[src/rtl/versat_pkg.sv]
// Shared definitions for the Versat databus arbiter: datapath width, default
// requester count and the arbiter state encoding.
`ifndef DATAPATH_W
`define DATAPATH_W 32
`endif

package versat_pkg;

    localparam int DATAPATH_W     = `DATAPATH_W;
    localparam int N_REQ_DEF      = 2;
    localparam int AXI_ADDR_W_DEF = 32;

    typedef enum logic {
        ST_IDLE  = 1'b0,
        ST_BURST = 1'b1
    } arb_state_t;

    // Round-robin successor of a requester index, wrapping at n.
    function automatic int rr_next(input int idx, input int n);
        return (idx + 1 >= n) ? 0 : idx + 1;
    endfunction

endpackage

[src/rtl/versat_rr_arbiter.sv]
// Combinational round-robin selector: first asserted request at or after ptr,
// returned both one-hot and as an index.
module versat_rr_arbiter #(
    parameter int N     = 2,
    parameter int IDX_W = $clog2(N)
) (
    input  logic [N-1:0]     req,
    input  logic [IDX_W-1:0] ptr,
    output logic [N-1:0]     gnt,
    output logic [IDX_W-1:0] gnt_idx
);

    logic found;
    int   cand;

    // Scan offsets from farthest to nearest so the nearest hit wins.
    always_comb begin
        found   = 1'b0;
        gnt_idx = '0;
        cand    = 0;
        for (int k = N - 1; k >= 0; k--) begin
            cand = int'(ptr) + k;
            if (cand >= N) begin
                cand = cand - N;
            end
            if (req[cand]) begin
                found   = 1'b1;
                gnt_idx = IDX_W'(cand);
            end
        end
    end

    assign gnt = found ? (N'(1) << gnt_idx) : '0;

endmodule

[src/rtl/versat_databus_arbiter.sv]
// Multiplexes N_REQ VRead/VWrite databus requesters onto one memory port,
// one whole burst at a time, with round-robin fairness between bursts.
module versat_databus_arbiter
    import versat_pkg::*;
#(
    parameter int N_REQ      = N_REQ_DEF,
    parameter int AXI_ADDR_W = AXI_ADDR_W_DEF,
    parameter int DATA_W     = `DATAPATH_W
) (
    input  logic                         clk,
    input  logic                         rst,
    input  logic [N_REQ-1:0]             databus_valid,
    input  logic [N_REQ*AXI_ADDR_W-1:0]  databus_addr,
    input  logic [N_REQ*DATA_W-1:0]      databus_wdata,
    input  logic [N_REQ*DATA_W/8-1:0]    databus_wstrb,
    input  logic [N_REQ*8-1:0]           databus_len,
    output logic [N_REQ-1:0]             databus_ready,
    output logic [N_REQ-1:0]             databus_last,
    output logic [DATA_W-1:0]            databus_rdata,
    output logic                         mem_valid,
    output logic [AXI_ADDR_W-1:0]        mem_addr,
    output logic [DATA_W-1:0]            mem_wdata,
    output logic [DATA_W/8-1:0]          mem_wstrb,
    output logic [7:0]                   mem_len,
    input  logic                         mem_ready,
    input  logic                         mem_last,
    input  logic [DATA_W-1:0]            mem_rdata,
    output logic                         busy,
    output logic [$clog2(N_REQ)-1:0]     grant_idx,
    output logic                         len_err
);

    localparam int IDX_W  = $clog2(N_REQ);
    localparam int STRB_W = DATA_W / 8;

    logic [AXI_ADDR_W-1:0] addr_arr  [N_REQ];
    logic [DATA_W-1:0]     wdata_arr [N_REQ];
    logic [STRB_W-1:0]     wstrb_arr [N_REQ];
    logic [7:0]            len_arr   [N_REQ];

    generate
        for (genvar gi = 0; gi < N_REQ; gi++) begin : g_unpack
            assign addr_arr[gi]  = databus_addr[gi*AXI_ADDR_W +: AXI_ADDR_W];
            assign wdata_arr[gi] = databus_wdata[gi*DATA_W +: DATA_W];
            assign wstrb_arr[gi] = databus_wstrb[gi*STRB_W +: STRB_W];
            assign len_arr[gi]   = databus_len[gi*8 +: 8];
        end
    endgenerate

    arb_state_t       state_q, state_d;
    logic [IDX_W-1:0] grant_q, grant_d;
    logic [IDX_W-1:0] rr_ptr_q, rr_ptr_d;
    logic [8:0]       cnt_q, cnt_d;
    logic             len_err_q, len_err_d;

    logic [N_REQ-1:0] arb_gnt;
    logic [IDX_W-1:0] arb_idx;
    logic             arb_valid;
    logic             beat_acc;

    versat_rr_arbiter #(
        .N     (N_REQ),
        .IDX_W (IDX_W)
    ) u_rr_arbiter (
        .req     (databus_valid),
        .ptr     (rr_ptr_q),
        .gnt     (arb_gnt),
        .gnt_idx (arb_idx)
    );

    assign arb_valid = |arb_gnt;
    assign beat_acc  = mem_valid & mem_ready;

    always_ff @(posedge clk) begin
        if (rst) begin
            state_q   <= ST_IDLE;
            grant_q   <= '0;
            rr_ptr_q  <= '0;
            cnt_q     <= '0;
            len_err_q <= 1'b0;
        end else begin
            state_q   <= state_d;
            grant_q   <= grant_d;
            rr_ptr_q  <= rr_ptr_d;
            cnt_q     <= cnt_d;
            len_err_q <= len_err_d;
        end
    end

    always_comb begin
        state_d   = state_q;
        grant_d   = grant_q;
        rr_ptr_d  = rr_ptr_q;
        cnt_d     = cnt_q;
        len_err_d = len_err_q;
        case (state_q)
            ST_IDLE: begin
                if (arb_valid) begin
                    grant_d = arb_idx;
                    cnt_d   = {1'b0, len_arr[arb_idx]} + 9'd1;
                    state_d = ST_BURST;
                end
            end
            ST_BURST: begin
                if (beat_acc) begin
                    cnt_d = (cnt_q == 9'd0) ? 9'd0 : cnt_q - 9'd1;
                    // Memory's last flag is authoritative; a mismatch with the
                    // requested length is only flagged, never used to cut the burst.
                    if (mem_last) begin
                        if (cnt_q != 9'd1) begin
                            len_err_d = 1'b1;
                        end
                        state_d  = ST_IDLE;
                        rr_ptr_d = IDX_W'(rr_next(int'(grant_q), N_REQ));
                    end else if (cnt_q <= 9'd1) begin
                        len_err_d = 1'b1;
                    end
                end
            end
            default: state_d = ST_IDLE;
        endcase
    end

    always_comb begin
        mem_valid     = 1'b0;
        mem_addr      = addr_arr[grant_q];
        mem_wdata     = wdata_arr[grant_q];
        mem_wstrb     = wstrb_arr[grant_q];
        mem_len       = len_arr[grant_q];
        databus_ready = '0;
        databus_last  = '0;
        if (state_q == ST_BURST) begin
            mem_valid              = databus_valid[grant_q];
            databus_ready[grant_q] = mem_ready;
            databus_last[grant_q]  = mem_last;
        end
    end

    assign databus_rdata = mem_rdata;
    assign busy          = (state_q == ST_BURST);
    assign grant_idx     = grant_q;
    assign len_err       = len_err_q;

endmodule

[config.mk]
export PLATFORM = sky130hd
export DESIGN_NAME = versat_databus_arbiter
export DESIGN_NICKNAME = d
export VERILOG_FILES = /design/src/rtl/versat_pkg.sv /design/src/rtl/versat_rr_arbiter.sv /design/src/rtl/versat_databus_arbiter.sv
export SDC_FILE = /design/constraint.sdc
export NUM_CORES = 1
export LEC_CHECK = 0
export ABC_AREA = 1
export CORE_AREA = 2 2 119 121
export DETAILED_ROUTE_END_ITERATION = 12
export DIE_AREA = 0 0 121 123
export HOLD_SLACK_MARGIN = 0.08
export PLACE_DENSITY = 0.57
export SLEW_MARGIN = 20
export SYNTH_ARGS = -nofsm -noshare
export SYNTH_HDL_FRONTEND = slang
export SYNTH_SLANG_ARGS = --single-unit
[constraint.sdc]
create_clock -name clk -period 1.92 [get_ports clk]
set_input_delay 0.48 -clock clk [delete_from_list [all_inputs] [get_ports clk]]
set_output_delay 0.48 -clock clk [all_outputs]
set_load 0.01 [all_outputs]
==> After elaboration in Yosys (flattened, before gate mapping) <==
Index checks and enable logic that the tools add are counted.
{ "totals": {"ramBits": 0, "romBits": 0, "word_cells": 87, "n_memories": 0, "out_inout_bits": 116, "latch_bits": 0, "reg_bits": 13} }
{ "classes": {"n_shift": 1, "bitwise": 6, "div": 0, "mux": 47, "eq_ne": 4, "n_lt_le_gt_ge": 10, "reduce_logical": 8, "add_sub_neg": 6, "mul": 0} }
{ "ops": {"columns": ["op", "n"], "rows": [
  ["32-bit two-way mux", 8],
  ["32-bit by 3-bit < comparator with 1-bit output, second input constant", 2],
  ["8-bit two-way mux", 6],
  ["32-bit by 3-bit greater-or-equal comparator with 1-bit output, second input constant", 1],
  ["32-bit by 3-bit subtractor with 32-bit output, second input constant", 1],
  ["9-bit two-way mux", 3],
  ["1-bit two-way mux", 21],
  ["9-bit one-hot mux with 2 select lines", 1],
  ["4-bit two-way mux", 3],
  ["8-bit by 1-bit adder with 9-bit output, second input constant", 1],
  ["9-bit by 1-bit less-or-equal comparator with 1-bit output, second input constant", 1],
  ["9-bit logical NOT", 1],
  ["9-bit by 1-bit != test with 1-bit output, second input constant", 1],
  ["9-bit by 1-bit subtractor with 9-bit output, second input constant", 1],
  ["2-bit greater-or-equal comparator, second input constant", 3],
  ["2-bit two-way mux", 3],
  ["1-bit by 1-bit adder with 2-bit output, second input constant", 2],
  ["2-bit bitwise AND", 2],
  ["2-bit by 1-bit != test with 1-bit output, second input constant", 2],
  ["1-bit NOT with 2-bit output", 2],
  ["2-bit AND reduction", 2],
  ["4-bit AND reduction", 1],
  ["3-bit AND reduction", 1],
  ["1-bit by 2-bit subtractor with 3-bit output, second input constant", 1],
  ["other kinds (12)", 12]
]} }

==> Logic depth before layout (Yosys ltp) <==
{ "logic_depth": {"word_depth": 15, "mapped_depth": 13} }

==> By module <==
From an unflattened synthesis, not the netlist that was laid out.
{ "hier_totals": {"cells_unflattened": 449, "area_unflattened_um2": 2285.9} }
{ "by_module_without_submodules": {"columns": ["mod", "area_per_inst_um2", "cells_each", "n_inst", "seq_area_each_um2"], "rows": [
  ["versat_databus_arbiter", 2257.2, 444, 1, 260.2],
  ["versat_rr_arbiter", 28.8, 5, 1, 0.0]
]} }

==> Worst setup path after synthesis <==
No wires, ideal clock.
{ "synth_timing": {"kind": "reg-to-output", "startpoint": "reg grant_q, in the netlist grant_idx", "endpoint": "out mem_wdata[12]", "required_ns": 1.440, "arrival_ns": 1.154, "stages_incl_launch_ff": 6, "path_slack_ns": 0.286, "path_cell_list": "dfxtp_1 > buf_4 > buf_2 > buf_1 > nand2_1 > nand2_1"} }
{ "synth_between": {"elab_chain_len": 4} }
{ "synth_lines": {"columns": ["element", "line", "rtl"], "rows": [
  ["start: declaration", "versat_databus_arbiter.sv:51", "logic [IDX_W-1:0] grant_q, grant_d;"],
  ["start signal: assignment", "versat_databus_arbiter.sv:83", "grant_q <= grant_d;"],
  ["1-bit NOT with 2-bit output (implied by the code)", "versat_databus_arbiter.sv:127", "mem_wdata = wdata_arr[grant_q];"],
  ["32-bit two-way mux (implied by the code) (3 in series)", "versat_databus_arbiter.sv:127", null],
  ["end: declaration", "versat_databus_arbiter.sv:22", "output logic [DATA_W-1:0] mem_wdata,"]
]} }
Every way passes these cells. The select of a mux whose other input is x is not followed.

==> Final worst setup path <==
{ "layout_timing": {"startpoint": "reg grant_q, in the netlist grant_idx", "endpoint": "out mem_wdata[29]"} }
Same word-level chain as after synthesis.

==> results.sh <==
export IMPL_synth_nets=642
export IMPL_cts_root_buf="clkbuf_16"
export IMPL_num_nets_final=889
export IMPL_path_clk_slew_ps=50
export IMPL_hold_viol=0
export IMPL_fin_crit_ps=1870
export IMPL_dieWidth_um=121
export IMPL_powerDensity_mw_per_mm2=387
export IMPL_cts_hold_buf=0
export IMPL_antenna_found_initial=0
export IMPL_drtPass1Iterations=4
export IMPL_critPathArrivalTime_ps=1390
export IMPL_fin_skew_ps=8.72
export IMPL_grt_ovfl_total=0
export IMPL_std_cell_rows=43
export IMPL_start_util=0.168
export IMPL_wl_per_cell_um=13.4
export IMPL_ant_nets=0
export IMPL_status="complete, no violations"
export IMPL_numCtsBuffers=3
export IMPL_synth_area_per_cell_um2=5.09
export IMPL_place_ws_ps=-437
export IMPL_slew_viol_final=0
export IMPL_wirelength_mm=11.8
export IMPL_grt_usage=0.146
export IMPL_utilization=0.376
export IMPL_die_area_mm2=0.0149
export IMPL_port_buffers=241
export IMPL_cp_max_fo=16
export IMPL_route_detailed_drc=0
export IMPL_finalCritPeriodShare=0.974
export IMPL_synth_cells=449
export IMPL_max_freq_ghz=0.535
export IMPL_maxSlewHeadroom=0.797
export IMPL_netlist_area_mm2=0.00229
export IMPL_clockBufferDepth=2
export IMPL_layout_setup_ws_ps=49.3
export IMPL_worst_pin_slew_ps=304
export IMPL_dr_total_vias=3530
export IMPL_cts_sinks=13
export IMPL_ios=306
export IMPL_drtIter0Drc=113
export IMPL_reg2reg_setup_slack_ps=270
export IMPL_ir_drop_mv=0.236
export IMPL_worst_setup_path_start_kind="flop"
export IMPL_clock_latency_ps=240
export IMPL_synth_seq_cells=13
export IMPL_yosysWarnings=0
export IMPL_routed_via_density=4.03
export IMPL_hpwl_mm=9.96
export IMPL_hp_class="flop to flop"
export IMPL_area_delta_synth_final_pct=124
export IMPL_slowest_delay_ps=410
export IMPL_report_power_total_w=0.00198
export IMPL_crit_type="flop to output pin"
export IMPL_synth_cell_types=34
export IMPL_worst_endpoint_required_ps=1440
export IMPL_htree_levels=1
export IMPL_grt_start_max_net_pins=39
export IMPL_gp_congestion=0.819
export IMPL_rsz0062_at_grt="yes"
export IMPL_worstPathCellList="inv_6 -> bufbuf_16 -> nand2_1 -> nand2_1 -> dlygate4sd2_1"
export IMPL_crit_path_end_kind="output pin"
export IMPL_drive_gt1_frac=0.134
export IMPL_coreArea_mm2=0.0136
export IMPL_final_setup_viol_count=0
export IMPL_critPathSlowestCell="dfxtp_4"
export IMPL_die_h_um=123
export IMPL_grt_pass1_wl_mm=17.4
export IMPL_crit_top_cell="nand2_1"
export IMPL_grt_pass1_vias=3333
export IMPL_drv_cap=0
export IMPL_ys_seq_area_frac=0.114
export IMPL_cts_tree="yes"
export IMPL_cellLeakagePower_nw=2.57
==> synth_stat cells <==
cell | count | area share
a21oi_1 | 12 | 0.026
a21oi_2 | 1 | 0.0038
a21oi_4 | 1 | 0.0071
a31oi_1 | 3 | 0.0082
buf_1 | 2 | 0.0033
buf_2 | 1 | 0.0022
buf_4 | 35 | 0.11
buf_6 | 1 | 0.0049
clkbuf_1 | 13 | 0.021
clkinv_1 | 1 | 0.0016
dfxtp_1 | 13 | 0.11
ha_1 | 3 | 0.016
inv_1 | 16 | 0.026
inv_2 | 2 | 0.0033
inv_4 | 1 | 0.0027
nand2_1 | 256 | 0.42
nand2_2 | 11 | 0.030
nand2_4 | 2 | 0.0099
nand3_1 | 18 | 0.039
nand3_2 | 3 | 0.013
nand4_1 | 1 | 0.0027
nor2_1 | 18 | 0.030
nor2_2 | 3 | 0.0082
nor2_4 | 2 | 0.0099
nor3_1 | 2 | 0.0044
nor4_1 | 1 | 0.0027
o21ai_0 | 15 | 0.033
o21ai_1 | 1 | 0.0022
o21bai_1 | 1 | 0.0033
o311ai_0 | 1 | 0.0038
or2_0 | 1 | 0.0027
or2_2 | 2 | 0.0055
xnor2_1 | 2 | 0.0077
xor2_1 | 4 | 0.015
==> layout make-up <==
| cell class | instances | area (µm²) |
|---|---|---|
| Antenna cell | 1 | 2.50 |
| Clock buffer | 4 | 78.8 |
| Fill cell | 1480 | 8490 |
| Inverter | 20 | 80.1 |
| Multi-Input combinational cell | 364 | 1630 |
| Sequential cell | 13 | 264 |
| Tap cell | 180 | 225 |
| Timing Repair Buffer | 294 | 2840 |
==> power by group <==
| part | internal, W | total, W | switching (W) |
|---|---|---|---|
| Clock | 0.000280 | 0.000398 | 0.000118 |
| Combinational | 0.000699 | 0.00126 | 0.000557 |
| Sequential | 0.000297 | 0.000328 | 0.0000310 |
==> registers in the layout, summed over array words and instances, names as in the netlist <==
| name | count |
|---|---|
| len_err | 1 |
| busy | 1 |
| rr_ptr_q | 1 |
| cnt_q | 9 |
| grant_idx | 1 |
==> worst max-delay path: cells and delay by family (launching register included) <==
family	cells	cell delay [ps]
AND/OR/NAND/NOR	2	110
flip-flops	1	410
buffers and inverters	3	620
==> layer usage <==
| layer | track usage | wire length (µm) | vias to the layer above |
|---|---|---|---|
| met5 | 0 | 0 | - |
| met4 | 0.00581 | 0 | 0 |
| met3 | 0.0415 | 951 | 0 |
| met2 | 0.278 | 6240 | 150 |
| met1 | 0.170 | 4590 | 1538 |
| li1 | - | - | 1842 |
==> final timing paths <==
kind,start,endpoint,cells past startpoint
worst max register to register,grant_idx$_SDFFE_PP0P_,cnt_q[1]$_SDFFE_PP0P_,9
worst min-delay path,len_err$_SDFFE_PP0P_,len_err$_SDFFE_PP0P_,2
worst min register to register,len_err$_SDFFE_PP0P_,len_err$_SDFFE_PP0P_,2
worst max-delay path,grant_idx$_SDFFE_PP0P_,mem_wdata[29],5
==> stage by stage <==
step	hold slack, ps	instance area [µm²]	cells	TNS [ps]
after global routing	505	5120	875	-44.0
after global placement	444	4990	862	-15900
after CTS	461	5070	871	-1.82
final	456	5120	876	0
after detailed placement	453	4990	862	-16410
after floorplan	462	2290	449	0
==> kinds of logic after synthesis <==
family          count (synthesis)  synth area share
simple gates                  320             0.579
compound gates                 35            0.0876
xor+xnor                        6            0.0230
flops                          13             0.114
buf+inv                        72             0.181
fa+ha+maj                       3            0.0164
==> cell usage in the layout, fill, tap and decap left out, types with 3 or more instances in the layout <==
cell type	count
nand2_1	255
clkdlybuf4s50_1	155
dlygate4sd2_1	69
buf_4	43
nand3_1	18
nor2_1	17
inv_1	16
o21ai_0	14
nand2_2	12
a21oi_1	12
dfxtp_1	12
clkdlybuf4s15_1	9
buf_12	6
nor2_2	4
xor2_1	4
buf_2	4
nand3_2	3
a31oi_1	3
clkbuf_16	3
dlymetal6s2s_1	3
==> what timing repair did <==
action	4_1_cts	5_1_grt
pin swaps	0	3
buffers inserted	3	3
cloned	2	1
gates resized for setup	100	17
endpoints found under the setup margin	86	17
Note: power is estimated with default switching activity, not from simulation.
